===== src/rtl/perf_counter_dump_controller_pkg.sv =====
// Shared types and constants for the performance-counter dump path.
// Beat-count helpers let the top derive its serializer sizing from its own parameters.
package perf_counter_dump_controller_pkg;

  typedef enum logic [1:0] {
    PERF_DUMP_IDLE,
    PERF_DUMP_HEADER,
    PERF_DUMP_DATA
  } perf_dump_state_e;

  localparam logic [7:0] PERF_DUMP_MAGIC = 8'hA5;

  localparam int PERF_NUM_COUNTERS  = 7;
  localparam int PERF_COUNTER_WIDTH = 32;
  localparam int PERF_OUT_WIDTH     = 16;

  function automatic int perf_dump_beats(input int n, input int cw, input int ow);
    return (n * cw) / ow;
  endfunction

  // Never return zero so a single-beat configuration still has an index register.
  function automatic int perf_idx_width(input int beats);
    return (beats > 1) ? $clog2(beats) : 1;
  endfunction

  localparam int PERF_DUMP_BEATS =
    perf_dump_beats(PERF_NUM_COUNTERS, PERF_COUNTER_WIDTH, PERF_OUT_WIDTH);

  typedef logic [perf_idx_width(PERF_DUMP_BEATS)-1:0] perf_dump_beat_idx_t;

endpackage


===== src/rtl/perf_counter_dump_controller_cell.sv =====
// One saturating event counter; clear has priority over a same-cycle increment.
module perf_counter_cell #(
  parameter int WIDTH = 32
) (
  input  logic             clk,
  input  logic             rstN,
  input  logic             en,
  input  logic             inc,
  input  logic             clear,
  output logic [WIDTH-1:0] count
);

  always_ff @(posedge clk) begin
    if (!rstN) begin
      count <= '0;
    end else if (clear) begin
      count <= '0;
    end else if (en && inc && (count != '1)) begin
      count <= count + 1'b1;
    end
  end

endmodule


===== src/rtl/perf_counter_dump_controller.sv =====
// Live performance counters plus a snapshot that is streamed as a header beat
// followed by OUT_WIDTH-wide data beats over a valid/ready port.
//   state            | meaning
//   PERF_DUMP_IDLE   | no dump; dumpReq captures the snapshot
//   PERF_DUMP_HEADER | presenting {magic, counter count}
//   PERF_DUMP_DATA   | presenting snapshot word beat_idx
module perf_counter_dump_controller
  import perf_counter_dump_controller_pkg::*;
#(
  parameter int NUM_COUNTERS  = PERF_NUM_COUNTERS,
  parameter int COUNTER_WIDTH = PERF_COUNTER_WIDTH,
  parameter int OUT_WIDTH     = PERF_OUT_WIDTH
) (
  input  logic                                  clk,
  input  logic                                  rstN,
  input  logic                                  countEn,
  input  logic [NUM_COUNTERS-1:0]               eventInc,
  input  logic                                  clearReq,
  input  logic                                  dumpReq,
  output logic [OUT_WIDTH-1:0]                  dumpData,
  output logic                                  dumpValid,
  output logic                                  dumpLast,
  input  logic                                  dumpReady,
  output logic                                  busy,
  output logic [NUM_COUNTERS*COUNTER_WIDTH-1:0] liveCount
);

  localparam int BEATS = perf_dump_beats(NUM_COUNTERS, COUNTER_WIDTH, OUT_WIDTH);
  localparam int IDX_W = perf_idx_width(BEATS);
  localparam logic [IDX_W-1:0]     LAST_IDX    = IDX_W'(BEATS - 1);
  localparam logic [OUT_WIDTH-1:0] HEADER_WORD =
    {PERF_DUMP_MAGIC, (OUT_WIDTH-8)'(NUM_COUNTERS)};

  perf_dump_state_e               state, state_nxt;
  logic [IDX_W-1:0]               beat_idx;
  // Word 0 is counter 0's least-significant chunk, matching the beat order.
  logic [BEATS-1:0][OUT_WIDTH-1:0] snap;

  for (genvar i = 0; i < NUM_COUNTERS; i++) begin : g_cell
    perf_counter_cell #(.WIDTH(COUNTER_WIDTH)) u_cell (
      .clk   (clk),
      .rstN  (rstN),
      .en    (countEn),
      .inc   (eventInc[i]),
      .clear (clearReq),
      .count (liveCount[i*COUNTER_WIDTH +: COUNTER_WIDTH])
    );
  end

  always_ff @(posedge clk) begin
    if (!rstN) begin
      state    <= PERF_DUMP_IDLE;
      beat_idx <= '0;
      snap     <= '0;
    end else begin
      state <= state_nxt;
      if (state == PERF_DUMP_IDLE && dumpReq) begin
        snap <= liveCount;
      end
      if (state == PERF_DUMP_HEADER) begin
        beat_idx <= '0;
      end else if (state == PERF_DUMP_DATA && dumpReady) begin
        beat_idx <= beat_idx + 1'b1;
      end
    end
  end

  always_comb begin
    state_nxt = state;
    dumpValid = 1'b0;
    dumpLast  = 1'b0;
    dumpData  = '0;
    case (state)
      PERF_DUMP_IDLE: begin
        if (dumpReq) state_nxt = PERF_DUMP_HEADER;
      end
      PERF_DUMP_HEADER: begin
        dumpValid = 1'b1;
        dumpData  = HEADER_WORD;
        if (dumpReady) state_nxt = PERF_DUMP_DATA;
      end
      PERF_DUMP_DATA: begin
        dumpValid = 1'b1;
        dumpData  = snap[beat_idx];
        dumpLast  = (beat_idx == LAST_IDX);
        if (dumpReady && dumpLast) state_nxt = PERF_DUMP_IDLE;
      end
      default: state_nxt = PERF_DUMP_IDLE;
    endcase
  end

  assign busy = (state != PERF_DUMP_IDLE);

endmodule


===== config.mk =====
export PLATFORM = sky130hd
export DESIGN_NAME = perf_counter_dump_controller
export DESIGN_NICKNAME = d
export VERILOG_FILES = /design/src/rtl/perf_counter_dump_controller_pkg.sv /design/src/rtl/perf_counter_dump_controller_cell.sv /design/src/rtl/perf_counter_dump_controller.sv
export SDC_FILE = /design/constraint.sdc
export NUM_CORES = 1
export LEC_CHECK = 0
export BUFFER_PORTS_ARGS = -buffer_cell sky130_fd_sc_hd__buf_2
export CAP_MARGIN = 20
export CORE_MARGIN = 1.5
export CORE_UTILIZATION = 50
export DETAILED_ROUTE_END_ITERATION = 12
export PLACE_DENSITY = 0.77
export SETUP_SLACK_MARGIN = 0.1
export SLEW_MARGIN = 5
export SYNTH_ARGS = -nofsm -noshare
export SYNTH_HDL_FRONTEND = slang
export SYNTH_SLANG_ARGS = --single-unit

===== constraint.sdc =====
create_clock -name clk -period 5.3 [get_ports clk]
set_input_delay 1.325 -clock clk [delete_from_list [all_inputs] [get_ports clk]]
set_output_delay 1.325 -clock clk [all_outputs]
set_load 0.01 [all_outputs]

* After elaboration in Yosys (flattened, before gate mapping)
Index checks and enable logic that the tools add are counted. Widths: inputs -> output; s select.
Operators by class: multiplexer cells 9, reduce and logical (&&, ||, !) cells 23, add/sub/neg operators 8, bitwise logic cells 1, equal/unequal tests 13, order comparisons 1
Operators by type and width (number):
- $add 32x1->32 const B | 7
- $ne 32x32->1 const B | 7
- $bmux 16 s4 | 1
- $pmux 16 s2 | 1
- $logic_and 1x1->1 | 17
- $mux 16 | 1
- $mux 2 | 3
- $pmux 2 s3 | 1
- $reduce_or 2->1 | 3
- $lt 4x5->1 const B | 1
- $add 4x1->4 const B | 1
- $eq 4x4->1 const B | 1
- $ne 2x2->1 const B | 2
- $reduce_and 3->1 | 1
- $eq 2x1->1 const B | 1
- $eq 2x2->1 const B | 1
- $logic_not 2->1 | 1
- $mux 1 | 2
- $ne 2x1->1 const B | 1
- $reduce_bool 2->1 | 1
- $not 1->1 | 1
Storage, ports and cells: word-level logic and storage cells 78, bits in registers 454, output and inout bits 243, bits of input ports 13

* Logic depth before layout (Yosys ltp)
Gate-level depths: netlist of run 1.
depth in word-level cells 4, depth in mapped cells 9, gate-level depth less buffers 7

* Hierarchy
From an unflattened synthesis of run 1, not the netlist that was laid out.
Second synthesis, totals: cells, all modules 2660, area total of the unflattened synthesis 21779.6 um^2
By module, submodules not included:
- perf_counter_cell | cells each 205, area each 1689.1 um^2, times used 7
- perf_counter_dump_controller | cells each 1225, area each 9955.8 um^2, times used 1

* Worst setup path after synthesis of run 1
No wires, ideal clock.
path kind reg2out, start point register beat_idx[0], end point output port dumpData[10], path buffers 1, arrival 2.062 ns, stages on the path, launching flop included 6, required time 3.975 ns, slack 1.913 ns, cell sequence dfxtp_1 > buf_1 > mux4_2 > mux4_2 > nand2_1 > nand2_1
On the way: cells in the longest elaborated chain, start to end 3
RTL lines:
- start, declared | line perf_counter_dump_controller.sv:35 | logic [IDX_W-1:0] beat_idx;
- start signal, assigned | line perf_counter_dump_controller.sv:63 | beat_idx <= beat_idx + 1'b1;
- $bmux 16 s4 | line perf_counter_dump_controller.sv:84 | dumpData = snap[beat_idx];
- $mux 16 (not written as such) | line perf_counter_dump_controller.sv:84
- $pmux 16 s2 | line perf_counter_dump_controller.sv:73 | case (state)
- end, declared | line perf_counter_dump_controller.sv:20 | output logic [OUT_WIDTH-1:0] dumpData,
No other way between the ends. The select of a mux whose other input is x is not followed.

* Worst setup path in the final report of run 1
start point register beat_idx[0], end point output port dumpData[0]
The elaborated chain is that of the path after synthesis.

==> impl_results.md, run 1 <==
* CP Capture Type: output pin
* Htree depth at 2
* Final slew viol count at 0
* Largest net degree at the start of global routing at between 100 and 150
* Die width at 207 um
* Gr ovfl total at 0
* Max Clock Freq at 0.226 GHz
* Reg clk slew, reported paths at 0.06 ns
* Drt pass-1 iters at 5
* Relative slew slack at between 20% and 30%
* Syn Area/Cell at 8.58 sq um
* Final hold vios at 0
* Vias in the first global route at between 15000 and 20000
* Average wire per standard cell at 19.9 um
* Period utilization at 83.6%
* DRC Markers at 0
* Detail Route Antenna Nets at 0
* Critical path peak fanout at 60
* Kind of cell adding the most delay to the critical path: multiplexers
* CP cell instances: mux4_2, mux4_2, nand2_1, nand2_1, buf_2
* Worst-Margin Slew at roughly 1.1 ns
* Fill cells at approximately 3600
* Library cells used by synthesis at 54
* Final setup fails at 0
* Core area at slightly above 40000 sq um
* Root buf cell: clkbuf_16
* Post-Route Setup TNS at 0 ns
* Total wire length at approximately 63 mm
* Synth Instances at ~2400
* Worst Path Class, Setup: reg2out
* Dpl hpwl at 45.9 mm
* Die area at 42800 sq um
* RSZ-0062 raised after global routing: false
* GP Congestion at between 0.9 and 1
* Share of layout cells above drive strength 1 at about 16%
* IO Pins at 256
* Post-CTS setup buffer count at 0
* Ys async rst share at 0%
* CP Launch Type: register
* Sequential area share after synthesis at 43.7%
* Post-layout util at between 50% and 60%
* Min-delay worst type: reg2reg
* Combinational Power Share at 9.1%
* P&R area growth vs syn at 15.8%
* Internal at approximately 5800 uW
* Post-synth top flop: dfxtp_1
* GRT Total Usage at 29.1%
* Diodes inserted at 0
* Power density cells at 320 nW/um^2
* CTS tree: built
* Final net count at 2633
* Cts repair resizes at 0
* Clock skew at 0.0194 ns
* Worst skew pair latency at roughly 0.57 ns
* Clock Path Buffers at 3
* First-pass GRT wire length at 98.0 mm
* Flop pwr share at 45.0%
* Critical path buffer and inverter count at 1
* Starting density of the core at 50.8%
* Data required, critical path at 3.97 ns
* P_sw at 1960 uW
* Power Total at 7710 uW
* Arrival time worst endpoint at 3.10 ns
* Yosys reg bits at about 450
* Non-filler cells, final at between 3000 and 4000
* Static Leak at 0.00851 uW
* Top cells by area, synth: dfxtp_1 (44%), nand2_1 (10%), a21boi_0 (8.1%)
* Mapped Nets at 2450
* Initial antenna violation count at 0
* Synth warn at 0
* Max VDD drop at 229 uV
* Most frequent cell after synthesis: nand2_1
* Slowest-stage cell, CP: dfxtp_4
* # rows at 74
* Vias at 18700
* # port buffers at 255
* Max cap viols at 0
* Synth area leader: dfxtp_1
* Mapped Area at 20800 sq um
* Number of synthesized flops with an enable pin at 0
* Post-synth top cells: nand2_1 (557), dfxtp_1 (454), nor2_1 (246), a21boi_0 (224), xor2_1 (124)
* CP max stage delay at 1.03 ns
* Cells after DPL at between 3000 and 4000
* DR iter-0 viols at 2125
* Die H at 207 um
* Min Tclk post-route at between 4 and 5 ns
* Hold_buf cts at 0
* Status: complete, no violations
* Total CTS buffers at 48
* Clock share of power at 46.0%
* Top cell type's share of synthesized area at 43.7%
* Drt via density at a little under 6
* Hold slack at 0.465 ns
* Sw frac at about a quarter
* Sink Count at 454
stage by stage:
step | setup WS (ns) | instance area (sq um)
2_1_floorplan | 1.91 | 20800
3_3_place_gp | 1.50 | 22400
3_5_place_dp | 1.44 | 22400
4_1_cts | 0.826 | 24000
5_1_grt | 0.665 | 24100
6_report | 0.872 | 24100
registers in the layout (all words and copies together) (netlist names):
signal / flops
beat_idx: 4
g_cell.u_cell.count: 224
snap: 224
state: 2
per-layer routing:
layer | share of wire, % | up-vias | routed length (um) | GRT usage (%)
met1 | 43 | 8989 | 27300 | 41.5
met4 | 3.2 | 0 | 1990 | 9.66
li1 | - | 8709 | - | -
met5 | 0 | - | 0 | 0
met3 | 8.8 | 121 | 5560 | 4.35
met2 | 45 | 893 | 28300 | 45.0
power by group through the flow:
stage	clock, uW	sequential [uW]	combinational, uW
3_5_place_dp	0	3550	671
6_report	3550	3470	699
3_3_place_gp	0	3540	663
2_1_floorplan	0	3510	519
5_1_grt	3710	3470	746
4_1_cts	3570	3470	673
worst reg2reg max path, stage by stage, from the launching register on:
cell and delay [ns]:
dfxtp_1 0.46, nand3_1 0.17, nor3_1 0.49, nand4_1 0.47
o21ai_1 0.81, o21ai_0 0.22, a21oi_1 0.15
cell type report:
class                      count  area [sq um]  area share (%)
clock buffer                  63          1370            5.68
clock inverter                24           298            1.24
inverter                      28           105           0.436
multi-input combinational   1801         11100            46.0
sequential                   454          9090            37.8
tap                          532           666            2.76
timing repair buffer         273          1470            6.11
final timing paths:
path	cells past startpoint	slack, ns	end	startpoint
setup / recovery	5	0.87	dumpData[0]	beat_idx[0]
hold / removal	2	0.47	snap[212]	snap[212]
setup reg to reg	6	2.46	g_cell[2].u_cell.count[14]	g_cell[2].u_cell.count[24]
hold reg to reg	2	0.47	snap[212]	snap[212]
cells in the final DEF, fill, tap and decap left out, drive strengths merged, types with 10 or more instances in the layout:
cell    count
nand2     557
dfxtp     454
buf       272
nor2      246
a21boi    224
xor2      124
nand4      95
nand3      92
clkbuf     64
xnor2      62
mux4       55
a21oi      39
nor3       36
and3       32
mux2i      30
o21ai      30
and4       29
inv        28
or3        24
nor4       17
clkinv     16
and2       16
ha         14
or4        10
kinds of logic after synthesis:
kind of cell    after synthesis  share of synthesized area (%)
compound gates              333                           11.2
mux                          85                           7.40
fa+ha+maj                    14                          0.842
flops                       454                           43.7
simple gates               1183                           25.9
buf+inv                     168                           3.13
xor+xnor                    186                           7.83
No activity file was read; power rests on OpenSTA's default activity.
==> inputs of run 2 (changes only) <==
==> constraint.sdc (replaced) <==
create_clock -name clk -period 4.1 [get_ports clk]
set_input_delay 1.025 -clock clk [delete_from_list [all_inputs] [get_ports clk]]
set_output_delay 1.025 -clock clk [all_outputs]
set_load 0.01 [all_outputs]
==> impl_results.md, run 2 (synthesis results as in run 1) <==
* Relative slew slack at 24.8% (-2.7 points)
* Gr ovfl total at 0 (unchanged)
* # port buffers at 255 (unchanged)
* Root buf cell: clkbuf_16
* Arrival time worst endpoint at 2.64 ns (-0.46 ns)
* P_sw at 2530 uW (+29%)
* Vias at 18600 (-0.35%)
* Worst-Margin Slew at 1.13 ns (+0.0494 ns)
* Die width at 207 um (unchanged)
* # rows at 74 (unchanged)
* Multi-input gate area at 11100 sq um (unchanged)
* Share of layout cells above drive strength 1 at 16.3% (+0.18 points)
* Final hold vios at 0 (unchanged)
* Min-delay worst type: reg2reg
* Static Leak at 0.00856 uW (+0.52%)
* Total wire length at 62.6 mm (-0.76%)
* DP Area at 22600 sq um (+0.77%)
* GRT Total Usage at 28.9% (-0.17 points)
* CP cell instances: buf_6, buf_4, mux2i_1, nor2_1, mux4_2, nand2_1, nand2_1, buf_2
* Worst Path Class, Setup: reg2out
* Final net count at 2646 (+0.49%)
* Initial antenna violation count at 0 (unchanged)
* Period utilization at 89.4%
* Sink Count at 454 (unchanged)
* Reg area at 9090 sq um (unchanged)
* Reg clk slew, reported paths at 0.06 ns (about the same)
* DR iter-0 viols at 1598 (-25%)
* Vias in the first global route at 17000 (+0.99%)
* Hold_buf cts at 0 (unchanged)
* IO Pins at 256 (unchanged)
* CP Capture Type: output pin
* Critical path peak fanout at 16 (-73%)
* Starting density of the core at 50.8% (unchanged)
* Post-Route Setup TNS at 0 ns (unchanged)
* Largest net degree at the start of global routing at 228 (+97%)
* Internal at 7330 uW (+27%)
* Slowest-stage cell, CP: mux4_2
* CP max stage delay at 0.47 ns (-0.56 ns)
* Flop pwr share at 45.1% (about the same)
* Power Total at 9870 uW (+28%)
* Regs by FF count: g_cell.u_cell.count (224), snap (224), beat_idx (4)
* First-pass GRT wire length at 97.3 mm (-0.73%)
* Power density cells at 408 nW/um^2 (+27%)
* Most frequent cells in the layout: nand2_1 (556), dfxtp_1 (452), buf_2 (254), nor2_1 (246), a21boi_0 (224)
* Worst skew pair latency at 0.58 ns (about the same)
* Data required, critical path at 3.07 ns (-0.90 ns)
* P&R area growth vs syn at 16.3%
* Max VDD drop at 305 uV (+33%)
* Leading cell type in the layout, fill and taps excluded: nand2_1
* Drt pass-1 iters at 5 (unchanged)
* Htree depth at 2 (unchanged)
* Die H at 207 um (unchanged)
* Max Clock Freq at between 0.2 and 0.3 GHz
* Most used cell, CP: nand2_1
* Hold slack at 0.463 ns (-0.00214 ns)
* Die area at 42800 sq um (unchanged)
* GP Congestion at 0.969 (+1.6%)
* Drt via density at 5.85 (-0.79%)
* Combinational Power Share at 10.0% (+0.9 points)
* Sw frac at 25.7% (+0.24 points)
* Min Tclk post-route at 3.67 ns
* CTS tree: built
* DRC Markers at 0 (unchanged)
* Dpl hpwl at 45.7 mm (-0.44%)
* Total CTS buffers at 48 (unchanged)
* RSZ-0062 raised after global routing: false
* Final setup fails at 0 (unchanged)
* Clock Path Buffers at 3 (unchanged)
* Average wire per standard cell at 19.6 um (-1.2%)
* Final instance area at 24200 sq um (+0.45%)
* Max cap viols at 0 (unchanged)
* Clock skew at 0.0145 ns (-0.00483 ns)
* Clock share of power at 44.9% (-1.1 points)
* Core area at 40900 sq um (unchanged)
* Detail Route Antenna Nets at 0 (unchanged)
* Final slew viol count at 0 (unchanged)
* CP Launch Type: register
* Fill cells at 3591 (+0.59%)
* Status: complete, no violations
## run 2: cell count changes in the layout (fill, tap and decap cells not counted), moves of 3 or more
cell | before | now
clkinv_2 | 16 | 7
buf_4 | 14 | 22
buf_12 | 3 | 9
clkbuf_1 | 5 | 11
bufinv_16 | 7 | 3
clkbuf_8 | 9 | 12
## run 2: path summary, 6_finish.rpt
| kind | startpoint | end | slack [ns] | cells past startpoint |
|---|---|---|---|---|
| setup / recovery | beat_idx[0] | dumpData[8] | 0.43 | 8 |
| hold / removal | snap[105] | snap[105] | 0.46 | 2 |
| hold reg to reg | snap[105] | snap[105] | 0.46 | 2 |
| setup reg to reg | g_cell[2].u_cell.count[24] | g_cell[2].u_cell.count[14] | 1.33 | 6 |
## run 2: what timing repair did
item	CTS	global route
endpoints found under the hold margin	0	0
resized for setup	1	0
buffers inserted	0	2
endpoints found under the setup margin	1	4
## run 2: power groups by stage
| stage | Sequential, uW | Combinational, uW | Clock, uW |
|---|---|---|---|
| floorplan | 4540 | 671 | 0 |
| global placement | 4550 | 959 | 0 |
| detailed placement | 4550 | 968 | 0 |
| CTS | 4460 | 970 | 4470 |
| global route | 4450 | 1070 | 4660 |
| finish | 4450 | 989 | 4430 |
## run 2: per-stage QoR
| step | util, % | setup WS [ns] | std cells |
|---|---|---|---|
| 6_report | 59.1 | 0.433 | 3189 |
| 5_1_grt | 59.1 | 0.331 | 3188 |
| 4_1_cts | 59.1 | 0.198 | 3186 |
| 3_5_place_dp | 55.1 | 0.712 | 3099 |
| 3_3_place_gp | 55.1 | 0.762 | 3099 |
| 2_1_floorplan | - | 1.01 | 2423 |
## run 2: area by class of cell
class | count | area share (%)
Multi-Input combinational cell | 1801 | 45.8
Sequential cell | 454 | 37.6
Tap cell | 532 | 2.75
Clock buffer | 73 | 6.03
Inverter | 28 | 0.434
Timing Repair Buffer | 286 | 6.73
Clock inverter | 14 | 0.652
Antenna cell | 1 | 0.0103
## run 2: critical path: cells and delay by family (launching register included)
family,cells,cell delay [ns]
buffers and inverters,3,0.72
DFF,1,0.38
muxes,2,0.69
and+or+nand+nor,3,0.27
## run 2: per-layer routing
layer | global-route usage, % | share of wire, %
met5 | 0 | 0
met4 | 8.94 | 2.6
met3 | 3.83 | 8.0
met2 | 46.8 | 47
met1 | 40.1 | 43
==> inputs of run 3 (changes only) <==
--- a/config.mk
+++ b/config.mk
@@ -15,4 +15,5 @@
 export SLEW_MARGIN = 5
 export SYNTH_ARGS = -nofsm -noshare
 export SYNTH_HDL_FRONTEND = slang
+export SYNTH_HIERARCHICAL = 1
 export SYNTH_SLANG_ARGS = --single-unit
==> impl_results.md, run 3 <==
* Cells after DPL at 3359 (+8.4%)
* Min Tclk post-route at 3.92 ns (+0.257 ns)
* Critical path peak fanout at 41 (+25)
* Top cell type's share of synthesized area at 41.7% (-2.0 points)
* Synth Instances at 2660 (+9.8%)
* Met2 wire length at 31.3 mm (+7.2%)
* Most frequent cells in the layout: nand2_1 (607), dfxtp_1 (451), a21oi_1 (370), buf_2 (255), nand3_1 (108)
* Worst skew pair latency at 0.59 ns (about the same)
* Final setup fails at 0 (unchanged)
* Synth area leader: dfxtp_1
* Met1 WL at 30.9 mm (+16%)
* P&R area growth vs syn at 13.5%
* Clock skew at 0.0206 ns (+0.00611 ns)
* Worst Path Class, Setup: reg2out
* Core area at 43000 sq um (+5.0%)
* GP Congestion at 0.952 (-1.7%)
* CTS tree: built
* Post-synth top flop: dfxtp_1
* Die width at 212 um (+2.3%)
* Leading cell type in the layout, fill and taps excluded: nand2_1
* Worst Setup SP: beat_idx[0]
* Min-delay worst type: reg2reg
* Ys async rst share at 0% (unchanged)
* CP Launch Type: register
* Worst r2r src: g_cell[4].u_cell/count[2]
* Average wire per standard cell at 20.6 um (+4.7%)
* Kind of cell adding the most delay to the critical path: flip-flops
* Post-synthesis mux area share at 5.91% (-1.5 points)
* Sink Count at 454 (unchanged)
* Max Clock Freq at 0.255 GHz (-6.5%)
* Dpl hpwl at 50.3 mm (+10%)
* Total CTS buffers at 49 (+2.1%)
* Number of synthesized flops with an enable pin at 0 (unchanged)
* Root buf cell: clkbuf_16
* Relative slew slack at 34.4% (+9.7 points)
* CP max stage delay at 0.78 ns (+0.31 ns)
* Mapped Nets at 2687 (+9.7%)
* Synth Area in Compound Gates at 17.7% (+6.4 points)
* Fill cells at 3964 (+10%)
* Largest family of logic cells by synthesized area: simple AND/OR/NAND/NOR gates
* Reg area at 9100 sq um (about the same)
* Non-filler cells, final at 3444 (+8.0%)
* # port buffers at 255 (unchanged)
* Critical path buffer and inverter count at 1 (-2)
* Mapped Area at 21800 sq um (+4.7%)
* Hold slack at 0.456 ns (-0.00766 ns)
* Library cells used by synthesis at 56 (+3.7%)
* Gr ovfl total at 0 (unchanged)
* Syn Area/Cell at 8.19 sq um (-4.6%)
* Initial antenna violation count at 1 (+1)
* Max VDD drop at 248 uV (-19%)
* Power density cells at 392 nW/um^2 (-3.8%)
* Post-synth top cells: nand2_1 (609), dfxtp_1 (454), a21oi_1 (370), nand3_1 (108), clkbuf_1 (102)
* Final hold vios at 0 (unchanged)
* Largest net degree at the start of global routing at 109 (-52%)
* Drt pass-1 iters at 6 (+1)
* Hold path startpoint: snap[120]
* IO Pins at 256 (unchanged)
* Hold_buf cts at 0 (unchanged)
* Htree depth at 2 (unchanged)
* Max cap viols at 0 (unchanged)
* Static Leak at 0.00857 uW (+0.20%)
* Period utilization at 95.7% (+6.3 points)
* DRC Markers at 0 (unchanged)
* First-pass GRT wire length at 109 mm (+12%)
* Final net count at 2852 (+7.8%)
* DP Area at 23200 sq um (+2.8%)
* Vias in the first global route at 19400 (+14%)
* DR iter-0 viols at 2818 (+76%)
* Yosys reg bits at 454 (unchanged)
* Multi-input gate area at 11800 sq um (+6.7%)
* Synth warn at 6 (+6)
* # rows at 76 (+2.7%)
* Top cells by area, synth: dfxtp_1 (42%), nand2_1 (10%), a21oi_1 (8.5%)
* Most frequent cell after synthesis: nand2_1
* RSZ-0062 raised after global routing: false
* CP cell instances: mux4_2, and2_1, o31ai_1, a31oi_1, buf_2
* Die area at 44800 sq um (+4.6%)
* Final slew viol count at 0 (unchanged)
* Post-CTS setup buffer count at 0 (unchanged)
* Share of layout cells above drive strength 1 at 16.4% (+0.11 points)
* Die H at 212 um (+2.3%)
* Power Total at 9690 uW (-1.7%)
* Post-Synth XOR/XNOR Area at 1.25% (-6.6 points)
* Post-Route Setup TNS at 0 ns (unchanged)
* Final instance area at 24700 sq um (+2.2%)
* Regs by FF count: g_cell.u_cell/count (224), snap (224), beat_idx (4)
* Slowest-stage cell, CP: dfxtp_4
* Drt via density at 6.31 (+8.0%)
* Data required, critical path at 3.07 ns (about the same)
* GRT Total Usage at 30.8% (+1.9 points)
* Clock Path Buffers at 3 (unchanged)
* Routed wl met3 at 6.53 mm (+30%)
* Worst-Margin Slew at 0.975 ns (-0.152 ns)
* Uppermost layer routed: met4
* Arrival time worst endpoint at 2.90 ns (+0.26 ns)
* Starting density of the core at 50.7% (-0.16 points)
* Total wire length at 70.8 mm (+13%)
* Sequential area share after synthesis at 41.7% (-2.0 points)
* Status: complete, no violations
* Reg clk slew, reported paths at 0.06 ns (about the same)
* Post-Synth Simple-Gate Area at 28.6% (+2.7 points)
* CP Capture Type: output pin
* Adder-Cell Fraction of Synth Area at 0.804% (-0.038 points)
* Detail Route Antenna Nets at 0 (unchanged)
* Vias at 21700 (+17%)
-- run 3: cell types whose count changed in the layout (fill, tap and decap cells not counted), moves of 51 or more --
cell      before  now
a21oi_1       39  370
nand2_1      556  607
xor2_1       124   16
o21ai_0       28   96
or4_1         10   63
nor2_1       246  100
a21boi_0     224    0
o31ai_1        1   52
-- run 3: area by class of cell --
cell class | count | share of cell area [%]
well taps | 585 | 2.96
flip-flops and latches | 454 | 36.8
diodes | 1 | 0.0101
clock buffers | 69 | 5.67
multi-input cells | 2029 | 47.8
inverters | 17 | 0.278
repair buffers | 274 | 5.94
clock inverters | 15 | 0.496
-- run 3: repair_timing --
action | CTS | global route
gates resized for setup | 1 | 1
setup endpoints to repair | 5 | 1
cloned | 0 | 0
-- run 3: final timing paths --
check | endpoint | slack, ns | cells past startpoint
worst min register to register | snap[120] | 0.46 | 2
worst max register to register | g_cell[4].u_cell/count[5] | 1.42 | 5
worst max-delay path | dumpData[15] | 0.18 | 5
worst min-delay path | snap[120] | 0.46 | 2
-- run 3: stage by stage --
step,utilization [%],setup slack (ns)
3_5_place_dp,53.9,0.668
5_1_grt,57.5,0.106
2_1_floorplan,-,1.35
4_1_cts,57.5,0.120
3_3_place_gp,53.9,0.688
6_report,57.5,0.176
-- run 3: logic make-up after synthesis --
logic type	Yosys count
AOI/OAI and AO/OA	664
and+or+nand+nor	1238
adders and majority gates	14
xor gates and xnor gates	31
buffers and inverters	177
DFF	454
muxes	82
-- run 3: per-layer routing --
metal  GRT usage (%)  up-vias
li1                -    10100
met5               0        -
met3            5.43      126
met2            46.4     1013
met4            9.53        0
met1            44.6    10500
-- run 3: worst register-to-register path, stage by stage, from the launching register on --
cell,delay (ns)
dfxtp_1,0.58
nand4_4,0.20
nor4_1,0.88
and4_2,0.61
or4_1,0.18
a21oi_1,0.06
-- run 3: report_power, final --
group	leakage, uW	internal, uW	switching [uW]
sequential	0.00366	4430	43.7
combinational	0.00417	222	756
clock	0.000747	2440	1810
total	0.00857	7080	2610
